### config.mk
export PLATFORM = sky130hd
export DESIGN_NAME = mode_timer_core
export DESIGN_NICKNAME = d
export VERILOG_FILES = /design/src/rtl/mode_timer_core_pkg.sv /design/src/rtl/mode_timer_core_tick_prescaler.sv /design/src/rtl/mode_timer_core.sv
export SDC_FILE = /design/constraint.sdc
export NUM_CORES = 1
export LEC_CHECK = 0
export BUFFER_PORTS_ARGS = -buffer_cell sky130_fd_sc_hd__buf_2
export CORE_UTILIZATION = 45
export DETAILED_ROUTE_END_ITERATION = 7
export PLACE_DENSITY = 0.66
export SLEW_MARGIN = 0
export SYNTH_ARGS = -nofsm -noshare
export SYNTH_HDL_FRONTEND = slang
export SYNTH_SLANG_ARGS = --single-unit
### constraint.sdc
create_clock -name clk -period 5.84 [get_ports clk]
set_input_delay 0.584 -clock clk [delete_from_list [all_inputs] [get_ports clk]]
set_output_delay 0.584 -clock clk [all_outputs]
set_load 0.005 [all_outputs]
### src/rtl/mode_timer_core_pkg.sv
// Shared definitions for the two-mode minutes:seconds timer core.
// State encoding, time limits, count-direction constants and preset clamp helper.
package mode_timer_core_pkg;

  localparam logic [1:0] ST_IDLE  = 2'd0;
  localparam logic [1:0] ST_RUN   = 2'd1;
  localparam logic [1:0] ST_PAUSE = 2'd2;
  localparam logic [1:0] ST_DONE  = 2'd3;

  localparam logic [5:0] MAX_SEC = 6'd59;

  localparam logic MODE_UP   = 1'b0;
  localparam logic MODE_DOWN = 1'b1;

  typedef struct packed {
    logic [6:0] min;
    logic [5:0] sec;
  } mmss_t;

  localparam mmss_t MMSS_ZERO = '{min: 7'd0, sec: 6'd0};

  // Saturate an out-of-range countdown preset to the largest displayable time.
  function automatic mmss_t clamp_preset(input logic [6:0] pmin,
                                         input logic [5:0] psec,
                                         input logic [6:0] max_min);
    mmss_t r;
    r.min = (pmin > max_min) ? max_min : pmin;
    r.sec = (psec > MAX_SEC) ? MAX_SEC : psec;
    return r;
  endfunction

  function automatic logic is_zero(input mmss_t t);
    return (t.min == 7'd0) && (t.sec == 6'd0);
  endfunction

endpackage

### src/rtl/mode_timer_core_tick_prescaler.sv
// Divides clk by the selected period; tick is combinational so the time
// counter can update on the same edge the prescaler wraps.
module mode_timer_core_tick_prescaler
  import mode_timer_core_pkg::*;
#(
  parameter int PERIOD_W = 25
) (
  input  logic                clk,
  input  logic                rst_n,
  input  logic [PERIOD_W-1:0] period,
  input  logic                en,
  input  logic                clr,
  output logic                tick
);

  localparam logic [PERIOD_W-1:0] ZERO_P = {PERIOD_W{1'b0}};
  localparam logic [PERIOD_W-1:0] ONE_P  = {{(PERIOD_W-1){1'b0}}, 1'b1};

  logic [PERIOD_W-1:0] cnt_r;
  logic [PERIOD_W-1:0] last_s;

  // Last count value before wrap; period 0 behaves like period 1. The >= in the
  // tick compare lets a shrinking period fire immediately instead of wrapping.
  always_comb begin
    if (period == ZERO_P) begin
      last_s = ZERO_P;
    end else begin
      last_s = period - ONE_P;
    end
    tick = en && (cnt_r >= last_s);
  end

  // Prescale counter: cleared on request, advances only while enabled.
  always_ff @(posedge clk) begin
    if (!rst_n) begin
      cnt_r <= ZERO_P;
    end else if (clr) begin
      cnt_r <= ZERO_P;
    end else if (en) begin
      if (tick) begin
        cnt_r <= ZERO_P;
      end else begin
        cnt_r <= cnt_r + ONE_P;
      end
    end else begin
      cnt_r <= cnt_r;
    end
  end

endmodule

### src/rtl/mode_timer_core.sv
// Two-mode (stopwatch / countdown) minutes:seconds timer core: control FSM,
// min:sec counter and the one-second prescaler instance.
module mode_timer_core
  import mode_timer_core_pkg::*;
#(
  parameter int PERIOD_W = 25,
  parameter int MAX_MIN  = 99
) (
  input  logic                clk,
  input  logic                rst_n,
  input  logic [PERIOD_W-1:0] period,
  input  logic                mode,
  input  logic                start,
  input  logic                stop,
  input  logic                clear,
  input  logic [6:0]          preset_min,
  input  logic [5:0]          preset_sec,
  output logic [6:0]          minutes,
  output logic [5:0]          seconds,
  output logic                tick,
  output logic                running,
  output logic                expired
);

  localparam logic [6:0] MAX_MIN_L = 7'(MAX_MIN);

  logic [1:0] state_r;
  logic [1:0] state_nxt_s;
  mmss_t      time_r;
  mmss_t      time_nxt_s;
  logic       mode_q_r;
  logic       mode_nxt_s;
  logic       tick_r;
  logic       running_r;
  logic       expired_r;
  logic       ps_en_s;
  logic       ps_clr_s;
  logic       ps_tick_s;

  // Prescaler counts only in an undisturbed RUN cycle and sits at zero in IDLE.
  assign ps_en_s  = (state_r == ST_RUN) && !clear && !stop;
  assign ps_clr_s = clear || (state_r == ST_IDLE);

  mode_timer_core_tick_prescaler #(
    .PERIOD_W (PERIOD_W)
  ) u_prescaler (
    .clk    (clk),
    .rst_n  (rst_n),
    .period (period),
    .en     (ps_en_s),
    .clr    (ps_clr_s),
    .tick   (ps_tick_s)
  );

  // Next-state, next-time and direction latch; clear outranks stop outranks start.
  always_comb begin
    state_nxt_s = state_r;
    time_nxt_s  = time_r;
    mode_nxt_s  = mode_q_r;
    if (clear) begin
      state_nxt_s = ST_IDLE;
      if (mode == MODE_DOWN) begin
        time_nxt_s = clamp_preset(preset_min, preset_sec, MAX_MIN_L);
      end else begin
        time_nxt_s = MMSS_ZERO;
      end
    end else begin
      case (state_r)
        ST_IDLE: begin
          if (start) begin
            mode_nxt_s = mode;
            if ((mode == MODE_DOWN) && is_zero(time_r)) begin
              state_nxt_s = ST_DONE;
            end else begin
              state_nxt_s = ST_RUN;
            end
          end else begin
            state_nxt_s = ST_IDLE;
          end
        end
        ST_RUN: begin
          if (stop) begin
            state_nxt_s = ST_PAUSE;
          end else if (!ps_tick_s) begin
            state_nxt_s = ST_RUN;
          end else if (mode_q_r == MODE_UP) begin
            if ((time_r.min == MAX_MIN_L) && (time_r.sec == MAX_SEC)) begin
              state_nxt_s = ST_DONE;
            end else if (time_r.sec == MAX_SEC) begin
              time_nxt_s.sec = 6'd0;
              time_nxt_s.min = time_r.min + 7'd1;
            end else begin
              time_nxt_s.sec = time_r.sec + 6'd1;
            end
          end else begin
            // Countdown finishes on the edge that lands on 00:00.
            if (is_zero(time_r)) begin
              state_nxt_s = ST_DONE;
            end else if (time_r.sec == 6'd0) begin
              time_nxt_s.sec = MAX_SEC;
              time_nxt_s.min = time_r.min - 7'd1;
            end else begin
              time_nxt_s.sec = time_r.sec - 6'd1;
              if ((time_r.min == 7'd0) && (time_r.sec == 6'd1)) begin
                state_nxt_s = ST_DONE;
              end else begin
                state_nxt_s = ST_RUN;
              end
            end
          end
        end
        ST_PAUSE: begin
          if (start) begin
            state_nxt_s = ST_RUN;
          end else begin
            state_nxt_s = ST_PAUSE;
          end
        end
        ST_DONE: begin
          state_nxt_s = ST_DONE;
        end
        default: begin
          state_nxt_s = ST_IDLE;
        end
      endcase
    end
  end

  // State, time and registered status outputs.
  always_ff @(posedge clk) begin
    if (!rst_n) begin
      state_r   <= ST_IDLE;
      time_r    <= MMSS_ZERO;
      mode_q_r  <= MODE_UP;
      tick_r    <= 1'b0;
      running_r <= 1'b0;
      expired_r <= 1'b0;
    end else begin
      state_r   <= state_nxt_s;
      time_r    <= time_nxt_s;
      mode_q_r  <= mode_nxt_s;
      tick_r    <= ps_tick_s;
      running_r <= (state_nxt_s == ST_RUN);
      expired_r <= (state_nxt_s == ST_DONE);
    end
  end

  assign minutes = time_r.min;
  assign seconds = time_r.sec;
  assign tick    = tick_r;
  assign running = running_r;
  assign expired = expired_r;

endmodule

==> metrics.txt, run 1 <==
# TYPE chip_impl_metric gauge
chip_impl_metric{name="place_congestion",unit=""} 0.8270
chip_impl_metric{name="synth-compound-area-share",unit="%"} 14.50
chip_impl_metric{name="maxCapViolCount",unit=""} 0
chip_impl_metric{name="grt_overflow_total",unit=""} 0
chip_impl_info{name="cts_tree",value="yes"} 1
chip_impl_metric{name="place.detailed.hpwl",unit="um"} 6770
chip_impl_metric{name="clock-skew-final",unit="ns"} 0.004005
chip_impl_info{name="cts-root-buf",value="sky130_fd_sc_hd__clkbuf_8"} 1
chip_impl_metric{name="vias_per_cell",unit=""} 5.483
chip_impl_metric{name="floorplan.core_area",unit="mm^2"} 0.007807
chip_impl_info{name="worstSetupPathType",value="in -> reg"} 1
chip_impl_metric{name="ys.warnings.count",unit=""} 0
chip_impl_metric{name="clkSlewWorstSetupHoldPaths",unit="ns"} 0.09
chip_impl_metric{name="path_max_fanout",unit=""} 23
chip_impl_metric{name="nets",unit=""} 608
chip_impl_metric{name="global_route.usage.total",unit="%"} 20.30
chip_impl_metric{name="rows",unit=""} 32
chip_impl_metric{name="yosys-mux-area-fraction",unit="%"} 2.174
chip_impl_metric{name="detailroute.wirelength.met2",unit="um"} 3899
chip_impl_info{name="status",value="finished clean"} 1
chip_impl_metric{name="synth_async_sr_flop_share",unit="%"} 0
chip_impl_metric{name="p_per_area",unit="mW/mm^2"} 161.2
chip_impl_info{name="synth_most_common_cell",value="sky130_fd_sc_hd__nand2_1"} 1
chip_impl_info{name="synth_ff_type",value="sky130_fd_sc_hd__dfxtp_1"} 1
chip_impl_metric{name="flow.area_growth_from_synthesis",unit="%"} 12.09
chip_impl_metric{name="remaining_drc_errors",unit=""} 0
chip_impl_info{name="synth_top_cells_by_area",value="sky130_fd_sc_hd__dfxtp_1 (24%), sky130_fd_sc_hd__ha_1 (12%), sky130_fd_sc_hd__xor2_1 (8.6%), sky130_fd_sc_hd__nand2_1 (6.4%), sky130_fd_sc_hd__nor2_1 (5.4%)"} 1
chip_impl_metric{name="io_pins",unit=""} 60
chip_impl_metric{name="initial_core_util",unit="%"} 47.18
chip_impl_metric{name="cts_setup_buffers",unit=""} 0
chip_impl_metric{name="max_slew_margin",unit="%"} 46.51
chip_impl_metric{name="post_synth_edffs",unit=""} 0
chip_impl_metric{name="synth.cell_area",unit="mm^2"} 0.003684
chip_impl_info{name="ys_top_cells_by_count",value="sky130_fd_sc_hd__nand2_1 (63), sky130_fd_sc_hd__nor2_1 (53), sky130_fd_sc_hd__dfxtp_1 (44), sky130_fd_sc_hd__xor2_1 (36), sky130_fd_sc_hd__ha_1 (35)"} 1
chip_impl_metric{name="post_synth.cell_area_avg",unit="um^2"} 7.706
chip_impl_metric{name="synth_fp_nets",unit=""} 558
chip_impl_metric{name="ant_diodes",unit=""} 0
chip_impl_metric{name="multi_input_area",unit="mm^2"} 0.002646
chip_impl_metric{name="clock-sinks",unit=""} 44
chip_impl_metric{name="crit_path_max_incr_delay",unit="ns"} 0.56
chip_impl_metric{name="layout.area.seq",unit="um^2"} 880.8
chip_impl_metric{name="clk_path_buf_depth",unit=""} 2
chip_impl_metric{name="synth_cell_type_count",unit=""} 61
chip_impl_metric{name="fp.dieArea",unit="mm^2"} 0.008552
chip_impl_metric{name="hold_ws",unit="ns"} 0.5013
chip_impl_info{name="critical_path.cell_chain",value="buf_2 -> or4_4 -> or3_1 -> nor2_8 -> nand3b_2 -> or2_1 -> and2_1 -> ha_1 -> nand3_1 -> nand2_1 -> a41oi_1 -> a31oi_1 -> nor4_4 -> nor4_2 -> buf_4 -> a31o_2 -> a211oi_1"} 1
chip_impl_metric{name="finalCriticalPeriod",unit="ns"} 4.742
chip_impl_metric{name="die_width",unit="um"} 92.48
chip_impl_metric{name="first_pass_iters",unit=""} 4
chip_impl_info{name="critical_path_end_type",value="register"} 1
chip_impl_metric{name="wl_met3",unit="um"} 264
chip_impl_metric{name="slew_viol_final",unit=""} 0
chip_impl_metric{name="fillers",unit=""} 777
chip_impl_metric{name="routed_wirelength",unit="um"} 8460
chip_impl_info{name="dr.max_layer_used",value="met4"} 1
chip_impl_metric{name="design_area",unit="mm^2"} 0.004129
chip_impl_metric{name="setup.reg_to_reg.worst_slack",unit="ns"} 3.09
chip_impl_info{name="kind_of_cell_adding_the_most_delay_to_the_critical_path",value="simple AND/OR/NAND/NOR gates"} 1
chip_impl_metric{name="maximum_number_of_pins_on_one_net_before_global_route_repair",unit=""} 26
chip_impl_metric{name="tns",unit="ns"} 0
chip_impl_info{name="holdCritPathClass",value="in -> reg"} 1
chip_impl_metric{name="timing.final.setup_violations",unit=""} 0
chip_impl_metric{name="post_synthesis_register_bit_count",unit=""} 44
chip_impl_metric{name="critical_path_required",unit="ns"} 6.06
chip_impl_metric{name="drt_iter0_markers",unit=""} 128
chip_impl_info{name="cp-start-kind",value="input pin"} 1
chip_impl_metric{name="synth-adder-area-share",unit="%"} 12.43
chip_impl_metric{name="drive_gt1_share",unit="%"} 15.69
chip_impl_metric{name="netlist_instances",unit=""} 478
chip_impl_metric{name="first_global_vias",unit=""} 3163
chip_impl_metric{name="synth_top_area_share",unit="%"} 23.91
chip_impl_metric{name="number_of_antenna_violations_at_the_first_check_in_global_routing",unit=""} 0
chip_impl_info{name="rsz0062_at_grt",value="false"} 1
chip_impl_metric{name="critPathArrivalTime",unit="ns"} 4.96
chip_impl_metric{name="port_buffers",unit=""} 59
chip_impl_metric{name="peakVddDrop",unit="mV"} 0.1530
chip_impl_metric{name="cellLeakagePower",unit="nW"} 1.820
chip_impl_metric{name="vias",unit=""} 3460
chip_impl_metric{name="grt_first_pass_wirelength",unit="um"} 14300
chip_impl_metric{name="insertion_delay",unit="ns"} 0.30
chip_impl_metric{name="cts_hold_buf",unit=""} 0
chip_impl_metric{name="synth_xor_xnor_area_share",unit="%"} 11.89
chip_impl_metric{name="wirelength_met1",unit="um"} 4221
chip_impl_metric{name="drt.antenna.violating_nets",unit=""} 0
chip_impl_metric{name="post_dp_cell_area",unit="mm^2"} 0.004021
chip_impl_metric{name="cts-buffers-inserted",unit=""} 5
chip_impl_info{name="synth_largest_area_cell",value="sky130_fd_sc_hd__dfxtp_1"} 1
chip_impl_metric{name="wl_per_cell",unit="um"} 13.41
chip_impl_metric{name="synthSimpleGateAreaFrac",unit="%"} 30.67
chip_impl_metric{name="max_clock_freq",unit="MHz"} 210.9
chip_impl_metric{name="synth_seq_area_share",unit="%"} 23.91
chip_impl_metric{name="crit_buf_inv",unit=""} 2
chip_impl_metric{name="clock_tree.htree_level_count",unit=""} 2
chip_impl_metric{name="hold_violations",unit=""} 0
chip_impl_metric{name="finalCritPeriodShare",unit="%"} 81.20
chip_impl_metric{name="max_slew.worst_pin.slew",unit="ns"} 0.8012
chip_impl_metric{name="post_cts_sizing_count",unit=""} 0
chip_impl_metric{name="die_h",unit="um"} 92.48
chip_impl_info{name="critical-path-slowest-cell",value="sky130_fd_sc_hd__or4_4"} 1
chip_impl_info{name="synth_top_family_by_area",value="simple AND/OR/NAND/NOR gates"} 1
==> report_power, final <==
group	switching [mW]	leakage, nW	total (mW)	internal, mW
combinational	0.0638	1.41	0.115	0.0511
sequential	0.0111	0.356	0.317	0.306
clock	0.107	0.0552	0.234	0.127
total	0.182	1.82	0.666	0.484
==> worst paths after layout <==
path | start | end | cells after the start
worst max-delay path | period[6] | minutes[0] | 17
worst min-delay path | preset_sec[3] | seconds[3] | 3
worst max register to register | mode_q_r | minutes[6] | 10
worst min register to register | minutes[6] | minutes[6] | 2
==> cell families after synthesis <==
group                    Yosys count
AND/OR/NAND/NOR                  221
adder cells (fa/ha/maj)           36
buffers and inverters             33
XOR/XNOR                          50
multiplexers                       8
AO/OA/AOI/OAI                     86
flip-flops                        44
==> per-stage QoR <==
step	setup WS [ns]	power (mW)	cells	utilization (%)
final	1.098	0.6657	631	52.88
after floorplan	1.525	0.3930	478	-
after detailed placement	0.8029	0.4374	623	51.51
after global routing	0.6598	0.6994	631	52.88
after CTS	1.107	0.6692	631	52.88
after global placement	0.9733	0.4347	623	51.51
==> flip-flops by register name, summed over array words and instances, names as in the netlist <==
register           flops
u_prescaler.cnt_r     25
minutes                7
seconds                6
state_r                2
expired                1
mode_q_r               1
running                1
tick                   1
==> cell type report <==
cell class / count / share of cell area, %
well taps: 102 / 3.091
clock inverters: 2 / 0.8485
clock buffers: 6 / 1.758
multi-input cells: 401 / 64.09
inverters: 15 / 1.364
repair buffers: 61 / 7.515
flip-flops and latches: 44 / 21.33
==> worst reg2reg max path: cells and delay by family (launching register included) <==
family | cells | cell delay (ns)
buffers and inverters | 2 | 0.41
muxes | 1 | 0.09
xor gates and xnor gates | 1 | 0.13
DFF | 1 | 0.85
AOI/OAI and AO/OA | 5 | 0.66
adders and majority gates | 1 | 0.51
==> routing by layer <==
metal	up-vias	GRT usage, %
met5	-	0
met4	0	4.688
met3	7	3.120
met2	51	32.65
met1	1622	28.36
li1	1780	-
==> layout by cell type (no fill, tap or decap), types with 8 or more instances in the layout <==
| master | netlist | layout |
|---|---|---|
| sky130_fd_sc_hd__nand2_1 | 63 | 63 |
| sky130_fd_sc_hd__buf_2 | 6 | 59 |
| sky130_fd_sc_hd__nor2_1 | 53 | 53 |
| sky130_fd_sc_hd__dfxtp_1 | 44 | 44 |
| sky130_fd_sc_hd__xor2_1 | 36 | 36 |
| sky130_fd_sc_hd__ha_1 | 35 | 35 |
| sky130_fd_sc_hd__o21ai_0 | 24 | 24 |
| sky130_fd_sc_hd__a21oi_1 | 23 | 23 |
| sky130_fd_sc_hd__nor3_1 | 15 | 15 |
| sky130_fd_sc_hd__nand3_1 | 15 | 15 |
| sky130_fd_sc_hd__xnor2_1 | 14 | 14 |
| sky130_fd_sc_hd__inv_1 | 14 | 14 |
| sky130_fd_sc_hd__and2_1 | 10 | 10 |
| sky130_fd_sc_hd__nor4_1 | 10 | 9 |
| sky130_fd_sc_hd__and3_1 | 9 | 9 |
| sky130_fd_sc_hd__mux2i_1 | 8 | 8 |
No activity file was read; power rests on OpenSTA's default activity.
==> run 2, diff against run 1 <==
Clock period 5.84 ns to 4.8 ns, I/O delays scaled along.
==> metrics.txt, run 2 (synthesis results as in run 1) <==
# TYPE chip_impl_metric gauge
chip_impl_metric{name="clock-sinks",unit=""} 44
chip_impl_info{name="worstSetupPathType",value="in -> reg"} 1
chip_impl_metric{name="die_h",unit="um"} 92.48
chip_impl_metric{name="flow.area_growth_from_synthesis",unit="%"} 13.21
chip_impl_metric{name="critPathArrivalTime",unit="ns"} 4.63
chip_impl_metric{name="timing.final.setup_violations",unit=""} 0
chip_impl_metric{name="critical_path_required",unit="ns"} 5.02
chip_impl_metric{name="cts_setup_buffers",unit=""} 0
chip_impl_metric{name="clkSlewWorstSetupHoldPaths",unit="ns"} 0.08
chip_impl_metric{name="vias",unit=""} 3470
chip_impl_metric{name="wl_met3",unit="um"} 302
chip_impl_info{name="holdCritPathClass",value="in -> reg"} 1
chip_impl_metric{name="routed_wirelength",unit="um"} 8485
chip_impl_metric{name="path_max_fanout",unit=""} 18
chip_impl_metric{name="place.detailed.hpwl",unit="um"} 6747
chip_impl_metric{name="place_congestion",unit=""} 0.8106
chip_impl_metric{name="largest_register_ff_count",unit=""} 25
chip_impl_metric{name="finalCriticalPeriod",unit="ns"} 4.414
chip_impl_info{name="critPathLaunch",value="period[6]"} 1
chip_impl_metric{name="max_slew_margin",unit="%"} 46.44
chip_impl_metric{name="clock-skew-final",unit="ns"} 0.005914
chip_impl_metric{name="peakVddDrop",unit="mV"} 0.1261
chip_impl_metric{name="cellLeakagePower",unit="nW"} 1.841
chip_impl_info{name="critical-path-slowest-cell",value="sky130_fd_sc_hd__or4_4"} 1
chip_impl_metric{name="crit_buf_inv",unit=""} 3
chip_impl_metric{name="maxCapViolCount",unit=""} 0
chip_impl_metric{name="global_route.usage.total",unit="%"} 20.97
chip_impl_metric{name="design_power_total",unit="uW"} 807.2
chip_impl_metric{name="number_of_antenna_violations_at_the_first_check_in_global_routing",unit=""} 0
chip_impl_metric{name="nets",unit=""} 611
chip_impl_metric{name="slew_viol_final",unit=""} 0
chip_impl_metric{name="first_global_vias",unit=""} 3357
chip_impl_metric{name="fp.dieArea",unit="mm^2"} 0.008552
chip_impl_metric{name="final_std_cells_w_o_fill",unit=""} 634
chip_impl_info{name="status",value="finished clean"} 1
chip_impl_info{name="cts_tree",value="yes"} 1
chip_impl_info{name="cts-root-buf",value="sky130_fd_sc_hd__clkbuf_8"} 1
chip_impl_metric{name="drt.antenna.violating_nets",unit=""} 0
chip_impl_metric{name="first_pass_iters",unit=""} 4
chip_impl_info{name="regMostFlops",value="u_prescaler.cnt_r"} 1
chip_impl_metric{name="cts-buffers-inserted",unit=""} 5
chip_impl_metric{name="ant_diodes",unit=""} 0
chip_impl_metric{name="detailroute.wirelength.met2",unit="um"} 3939
chip_impl_info{name="rsz0062_at_grt",value="false"} 1
chip_impl_info{name="mostFrequentLayoutCells",value="sky130_fd_sc_hd__nand2_1 (63), sky130_fd_sc_hd__buf_2 (59), sky130_fd_sc_hd__nor2_1 (53), sky130_fd_sc_hd__dfxtp_1 (44), sky130_fd_sc_hd__xor2_1 (36)"} 1
chip_impl_metric{name="remaining_drc_errors",unit=""} 0
chip_impl_metric{name="finalCritPeriodShare",unit="%"} 91.95
chip_impl_metric{name="hold_violations",unit=""} 0
chip_impl_metric{name="drive_gt1_share",unit="%"} 16.73
chip_impl_metric{name="clock_tree.htree_level_count",unit=""} 2
chip_impl_info{name="critical_path_end_type",value="register"} 1
chip_impl_info{name="critical_path.cell_chain",value="buf_2 -> or4_4 -> or3_1 -> nor2_8 -> nand3b_2 -> or2_2 -> buf_4 -> nand2_2 -> ha_1 -> a21oi_1 -> nor2_1 -> a211oi_1 -> a31oi_1 -> nor4_4 -> nor4_2 -> buf_4 -> a31o_2 -> a211oi_1"} 1
chip_impl_metric{name="maximum_number_of_pins_on_one_net_before_global_route_repair",unit=""} 26
chip_impl_info{name="cp-start-kind",value="input pin"} 1
chip_impl_info{name="hold_path.startpoint",value="preset_sec[4]"} 1
chip_impl_metric{name="wl_per_cell",unit="um"} 13.38
chip_impl_metric{name="grt_overflow_total",unit=""} 0
chip_impl_metric{name="grt_first_pass_wirelength",unit="um"} 14760
chip_impl_metric{name="die_width",unit="um"} 92.48
chip_impl_metric{name="drt_iter0_markers",unit=""} 177
chip_impl_metric{name="insertion_delay",unit="ns"} 0.30
chip_impl_metric{name="vias_per_cell",unit=""} 5.473
chip_impl_metric{name="floorplan.core_area",unit="mm^2"} 0.007807
chip_impl_info{name="r2r_start",value="mode_q_r"} 1
chip_impl_metric{name="max_clock_freq",unit="MHz"} 226.6
chip_impl_metric{name="tns",unit="ns"} 0
chip_impl_metric{name="wirelength_met1",unit="um"} 4179
chip_impl_metric{name="port_buffers",unit=""} 59
chip_impl_metric{name="io_pins",unit=""} 60
chip_impl_info{name="dr.max_layer_used",value="met4"} 1
chip_impl_metric{name="max_slew.worst_pin.slew",unit="ns"} 0.8024
chip_impl_info{name="mostFrequentLayoutCell",value="sky130_fd_sc_hd__nand2_1"} 1
chip_impl_metric{name="dpl.cell_count",unit=""} 626
chip_impl_info{name="kind_of_cell_adding_the_most_delay_to_the_critical_path",value="simple AND/OR/NAND/NOR gates"} 1
chip_impl_metric{name="rows",unit=""} 32
chip_impl_metric{name="crit_path_max_incr_delay",unit="ns"} 0.57
chip_impl_metric{name="layout.area.seq",unit="um^2"} 880.8
chip_impl_metric{name="clk_path_buf_depth",unit=""} 2
chip_impl_metric{name="multi_input_area",unit="mm^2"} 0.002665
chip_impl_metric{name="initial_core_util",unit="%"} 47.18
chip_impl_metric{name="fillers",unit=""} 767
chip_impl_metric{name="p_per_area",unit="mW/mm^2"} 193.6
==> run 2: cell types whose count changed in the layout (fill, tap and decap cells not counted), sizes merged <==
cell	change
buf	+3
==> run 2: path summary, 6_finish.rpt <==
| path | endpoint | slack, ns | depth (start not counted) |
|---|---|---|---|
| max | minutes[0] | 0.39 | 18 |
| min | seconds[4] | 0.42 | 3 |
| max reg2reg | minutes[6] | 2.05 | 10 |
| min reg2reg | minutes[6] | 0.52 | 2 |
==> run 2: through the flow <==
step / instance area, um^2 / hold WS, ns / setup WS (ns) / util (%)
floorplan: 3684 / 0.4779 / 0.5892 / -
global placement: 4044 / 0.5070 / 0.1185 / 51.79
detailed placement: 4044 / 0.5063 / 0.02728 / 51.79
CTS: 4151 / 0.4132 / 0.3341 / 53.17
global route: 4170 / 0.4192 / 0.04613 / 53.41
finish: 4170 / 0.4204 / 0.3864 / 53.41
==> run 2: routing by layer <==
metal	GRT usage, %	vias up
met5	0	-
met4	4.427	0
met3	3.530	7
met2	34.81	52
met1	28.43	1621
li1	-	1790
==> run 2: where the power goes <==
group	internal [mW]	switching, mW	total [mW]
combinational	0.0623	0.0776	0.140
clock	0.155	0.127	0.282
sequential	0.372	0.0135	0.385
==> run 2: final cells by class <==
class	instances	area share (%)
Multi-Input combinational cell	401	63.91
Sequential cell	44	21.12
Timing Repair Buffer	64	7.981
Tap cell	102	3.060
Clock buffer	6	1.740
Inverter	15	1.350
Clock inverter	2	0.8401
==> run 2: what timing repair did <==
action / CTS / global route
hold buffers: 0 / 0
endpoints found under the setup margin: 0 / 12
resized for setup: 0 / 4
==> run 2: worst min-delay path: stages <==
cell and delay (ns):
sky130_fd_sc_hd__buf_2 0.10, sky130_fd_sc_hd__nand2_1 0.05, sky130_fd_sc_hd__o21ai_1 0.06
